### config.mk
export PLATFORM = sky130hd
export DESIGN_NAME = issue_select
export DESIGN_NICKNAME = d
export VERILOG_FILES = /design/src/rtl/issue_select.sv
export SDC_FILE = /design/constraint.sdc
export NUM_CORES = 1
export LEC_CHECK = 0
export ABC_CLOCK_PERIOD_IN_PS = 1900
export BUFFER_PORTS_ARGS = -buffer_cell sky130_fd_sc_hd__clkbuf_2
export CAP_MARGIN = 20
export CORE_AREA = 3 3 73 82
export DETAILED_ROUTE_END_ITERATION = 10
export DIE_AREA = 0 0 76 85
export PLACE_DENSITY = 0.76
export SETUP_SLACK_MARGIN = 0.2
export SLEW_MARGIN = 0
export SYNTH_ARGS = -nofsm -noshare
export SYNTH_HDL_FRONTEND = slang
export SYNTH_SLANG_ARGS = --single-unit
### constraint.sdc
create_clock -name clk -period 1.9 [get_ports clk]
set_input_delay 0.38 -clock clk [delete_from_list [all_inputs] [get_ports clk]]
set_output_delay 0.38 -clock clk [all_outputs]
set_load 0.01 [all_outputs]
### src/rtl/issue_select.sv
// Issue-queue dequeue controller: tag wakeup write-back, oldest-ready select, registered issue port.
// Optional build macro ISSUE_SELECT_WAKEUP_BYPASS_EN lets a same-cycle wakeup make an entry selectable.
module issue_select #(
    parameter  int N_ENTRIES     = 4,
    parameter  int TAG_WIDTH     = 3,
    parameter  int PAYLOAD_WIDTH = 4,
    parameter  int CNT_WIDTH     = 16,
    localparam int ENTRY_WIDTH   = PAYLOAD_WIDTH + 2*(TAG_WIDTH+1),
    localparam int CTR_WIDTH     = $clog2(N_ENTRIES) + 1,
    localparam int ISSUE_WIDTH   = PAYLOAD_WIDTH + 2*TAG_WIDTH
) (
    input  logic                                   clk,
    input  logic                                   rst_aL,
    input  logic                                   flush,
    input  logic [CTR_WIDTH-1:0]                   queue_count,
    input  logic [N_ENTRIES-1:0][ENTRY_WIDTH-1:0]  entry_douts,
    input  logic                                   deq_valid,
    input  logic [ENTRY_WIDTH-1:0]                 deq_data,
    output logic                                   deq_ready,
    output logic [N_ENTRIES-1:0]                   deq_sel_onehot,
    output logic [N_ENTRIES-1:0]                   wr_en,
    output logic [N_ENTRIES-1:0][ENTRY_WIDTH-1:0]  wr_data,
    input  logic                                   wakeup_valid,
    input  logic [TAG_WIDTH-1:0]                   wakeup_tag,
    output logic                                   issue_valid,
    input  logic                                   issue_ready,
    output logic [ISSUE_WIDTH-1:0]                 issue_data,
    output logic [CNT_WIDTH-1:0]                   issue_count
);

    localparam int S1_RDY = TAG_WIDTH + 1;
    localparam int S1_TAG = 2*TAG_WIDTH + 1;
    localparam int S2_TAG = TAG_WIDTH;

    logic [N_ENTRIES-1:0] valid;
    logic [N_ENTRIES-1:0] match1;
    logic [N_ENTRIES-1:0] match2;
    logic [N_ENTRIES-1:0] ready;
    logic                 can_accept;
    logic                 fire;
    logic                 deq_unused_bits;

    always_comb begin
        valid  = '0;
        match1 = '0;
        match2 = '0;
        ready  = '0;
        for (int unsigned i = 0; i < N_ENTRIES; i++) begin
            valid[i]  = CTR_WIDTH'(i) < queue_count;
            match1[i] = wakeup_valid && (entry_douts[i][S1_TAG -: TAG_WIDTH] == wakeup_tag);
            match2[i] = wakeup_valid && (entry_douts[i][S2_TAG -: TAG_WIDTH] == wakeup_tag);
`ifdef ISSUE_SELECT_WAKEUP_BYPASS_EN
            ready[i]  = valid[i] && (entry_douts[i][S1_RDY] || match1[i])
                                 && (entry_douts[i][0] || match2[i]);
`else
            ready[i]  = valid[i] && entry_douts[i][S1_RDY] && entry_douts[i][0];
`endif
        end
    end

    // Lowest index wins; with nothing ready the select parks on entry 0.
    always_comb begin
        logic found;
        found          = 1'b0;
        deq_sel_onehot = '0;
        deq_sel_onehot[0] = 1'b1;
        for (int unsigned i = 0; i < N_ENTRIES; i++) begin
            if (ready[i] && !found) begin
                deq_sel_onehot    = '0;
                deq_sel_onehot[i] = 1'b1;
                found             = 1'b1;
            end
        end
    end

    assign can_accept = !issue_valid || issue_ready;
    assign deq_ready  = (|ready) && can_accept && !flush;
    assign fire       = deq_ready && deq_valid;

    // An entry leaving the queue this cycle must not be written back.
    always_comb begin
        wr_en   = '0;
        wr_data = '0;
        for (int unsigned i = 0; i < N_ENTRIES; i++) begin
            wr_en[i] = valid[i] && !flush
                       && ((match1[i] && !entry_douts[i][S1_RDY]) || (match2[i] && !entry_douts[i][0]))
                       && !(fire && deq_sel_onehot[i]);
            if (wr_en[i]) begin
                wr_data[i] = entry_douts[i];
                if (match1[i]) wr_data[i][S1_RDY] = 1'b1;
                if (match2[i]) wr_data[i][0]      = 1'b1;
            end
        end
    end

    always_ff @(posedge clk or negedge rst_aL) begin
        if (!rst_aL) begin
            issue_valid <= 1'b0;
            issue_data  <= '0;
            issue_count <= '0;
        end else begin
            if (flush) begin
                issue_valid <= 1'b0;
            end else if (fire) begin
                issue_valid <= 1'b1;
                issue_data  <= {deq_data[ENTRY_WIDTH-1 -: PAYLOAD_WIDTH],
                                deq_data[S1_TAG -: TAG_WIDTH],
                                deq_data[S2_TAG -: TAG_WIDTH]};
            end else if (issue_ready) begin
                issue_valid <= 1'b0;
            end
            if (fire) issue_count <= issue_count + CNT_WIDTH'(1);
        end
    end

    assign deq_unused_bits = ^{deq_data[S1_RDY], deq_data[0]};

endmodule

==> impl_metrics.env <==
export IMPL_status="finished with violations"
export IMPL_violations="setup timing"
export IMPL_fin_ws_ps=-214.6
export IMPL_hpwl_um=5777
export IMPL_insertion_delay_ps=270
export IMPL_ys_seq_area_share_pct=31.52
export IMPL_nets=468
export IMPL_grtUsageMet1_pct=24.75
export IMPL_antenna_found_initial=0
export IMPL_cp_max_fo=8
export IMPL_wirelength_um=7467
export IMPL_p_leak_nw=2.061
export IMPL_layout_commonest_cell="clkbuf_2"
export IMPL_start_kind="primary input"
export IMPL_first_global_vias=2460
export IMPL_crit_type="in2out"
export IMPL_grt_pass1_wl_um=11500
export IMPL_rsz0062_at_grt="yes"
export IMPL_vias=2422
export IMPL_synth_largest_area_cell="dfrtp_1"
export IMPL_post_route_period_util_pct=111.3
export IMPL_cts_buffers_inserted=3
export IMPL_antenna_left=0
export IMPL_critPathMaxStageDelay_ps=300
export IMPL_timing_hold_violations_final=0
export IMPL_layout_common_cells="clkbuf_2, buf_2, nor3b_4"
export IMPL_top_usage_layer="met2"
export IMPL_syn_to_final_growth_pct=93.64
export IMPL_cts_tree="built"
export IMPL_clock_fmax_mhz=472.9
export IMPL_start_util_pct=40.52
export IMPL_wl_per_cell_um=15.92
export IMPL_grt_use_met3_pct=3.822
export IMPL_crit_buf_inv=4
export IMPL_rows=28
export IMPL_synthTopCellsByArea="dfrtp_1, xnor2_1, nor3b_1"
export IMPL_layout_min_cycle_time_ps=2115
export IMPL_synthCells=220
export IMPL_yosysWarnings=0
export IMPL_die_w_um=76
export IMPL_setup_tns_final_ps=-5818
export IMPL_avgSynthCellArea_um2=9.742
export IMPL_cp_top_family="buffers and inverters"
export IMPL_clkSlewWorstSetupHoldPaths_ps=90
export IMPL_grt_max_degree=28
export IMPL_drtIter0Drc=86
export IMPL_worstPathCellList="buf_6, buf_12, xnor2_4, nand4_1, o22a_2, buf_12, nor3b_4, buf_2"
export IMPL_synth_seq_cells=27
export IMPL_cpMostUsedCell="buf_12"
export IMPL_p_switching_uw=718.5
export IMPL_fin_skew_ps=1.884
export IMPL_final_max_slew_violation_count=0
export IMPL_die_h_um=85
export IMPL_internal_power_mw=1.327
export IMPL_syn_cell_area_mm2=0.002143
export IMPL_n_antenna_cell=0
export IMPL_gp_congestion=0.7719
export IMPL_critPathArrivalTime_ps=1730
export IMPL_worstMarginPinSlew_ps=640.7
export IMPL_grt_overflow=0
export IMPL_boundaryPins=156
export IMPL_switching_share_pct=35.12
export IMPL_grtUsageTotal_pct=21.58
export IMPL_fillers=349
export IMPL_clkSinkCount=27
export IMPL_multi_input_area_mm2=0.002066
export IMPL_sequentialPowerShare_pct=38.9
export IMPL_drc=0
export IMPL_p_per_area_mw_per_mm2=492.9
export IMPL_yosys_cell_types_count=32
export IMPL_worstSetupEndpointType="primary output"
export IMPL_fp_dieArea_mm2=0.006460
export IMPL_critical_path_required_ps=1520
export IMPL_slowest_stage="o22a_2"
export IMPL_cts_buffer_depth=2
export IMPL_cts_hold_buf=0
export IMPL_hold_ws_ps=115.5
export IMPL_slew_headroom_pct=57.29
export IMPL_finalSetupViolCount=50
export IMPL_ir_drop_mv=0.5407
export IMPL_root_buffer="clkbuf_8"
export IMPL_syn_num_nets=293
export IMPL_use_met2_pct=41.29
export IMPL_synth_top_area_share_pct=31.52
export IMPL_routed_via_density=5.164
export IMPL_maxCapViolCount=0
export IMPL_p_comb_share_pct=45.6
export IMPL_clkPwrFrac_pct=15.5
export IMPL_holdCritPathClass="in2async"
export IMPL_first_pass_iters=4
export IMPL_drive_gt1_share_pct=72.84
export IMPL_ctsHtreeMaxLevel=1
export IMPL_port_buffers=153
export IMPL_core_mm2=0.005290
export IMPL_regArea_um2=675.6
==> power groups by stage <==
stage | Combinational, mW | Clock, mW | Sequential [mW]
finish | 0.932 | 0.317 | 0.796
global route | 1.00 | 0.349 | 0.814
CTS | 0.901 | 0.326 | 0.794
detailed placement | 0.854 | 0 | 0.801
global placement | 0.835 | 0 | 0.797
floorplan | 0.481 | 0 | 0.836
==> synth_stat cells, drive strengths merged <==
cell type	instances
or2	2
nor3b	40
mux2	11
o21ai	4
dfrtp	27
nor4b	1
nand3	3
nor2	7
and3	5
o2111ai	10
o22a	4
a21oi	2
nand4	11
inv	1
clkbuf	10
nand2	2
buf	7
o211ai	4
and4	2
o21bai	1
ha	1
nor2b	9
nor3	14
xnor2	39
o21a	1
o221ai	1
nand2b	1
==> metal layers <==
layer,vias up,wire length [um]
met1,1135,2891
met2,108,3945
met4,0,126
met3,11,503
li1,1168,-
met5,-,0
==> layout make-up <==
class / instances / area share [%]
clock buffer: 4 / 1.085
sequential: 27 / 16.28
inverter: 1 / 0.09044
tap: 75 / 2.261
multi-input combinational: 175 / 49.77
timing repair buffer: 187 / 30.51
==> what timing repair did <==
action | 4_1_cts | 5_1_grt
gates resized for setup | 33 | 78
cloned | 1 | 1
pin swaps | 19 | 17
setup endpoints to repair | 56 | 65
buffers inserted | 4 | 3
==> registers in the layout, indices dropped and copies added, names as in the netlist <==
name and flops:
issue_count 16, issue_data 10, issue_valid 1
==> metrics by stage <==
stage | util [%] | worst slack [ps] | instance area (um2) | cells | total power, mW
2_1_floorplan | - | 99.03 | 2815 | 220 | 1.317
3_3_place_gp | 70.91 | -249.9 | 3751 | 456 | 1.633
3_5_place_dp | 70.91 | -273.5 | 3751 | 456 | 1.655
4_1_cts | 75.52 | -157.2 | 3995 | 465 | 2.020
5_1_grt | 78.45 | -260.7 | 4150 | 469 | 2.167
6_report | 78.45 | -214.6 | 4150 | 469 | 2.046
==> path summary, 6_finish.rpt <==
path                                              from                          end  slack [ps]  cells after the start
max                                      wakeup_tag[1]                  wr_data[18]        -210                      8
min                                             rst_aL  issue_count[15]$_DFFE_PN0N_         120                      1
max reg2reg                 issue_count[2]$_DFFE_PN0N_  issue_count[15]$_DFFE_PN0N_         410                      5
min reg2reg                issue_count[15]$_DFFE_PN0N_  issue_count[15]$_DFFE_PN0N_         480                      1
max in group asynchronous                       rst_aL    issue_data[4]$_DFFE_PN0P_        1370                      1
min in group clk                           deq_data[1]    issue_data[0]$_DFFE_PN0P_         340                      2
==> kinds of logic after synthesis <==
group / synth area share [%]
muxes: 7.180
DFF: 31.52
and+or+nand+nor: 29.19
adders and majority gates: 0.5837
xor gates and xnor gates: 15.94
AOI/OAI and AO/OA: 11.33
buffers and inverters: 4.262
(Power assumes the default switching activity.)
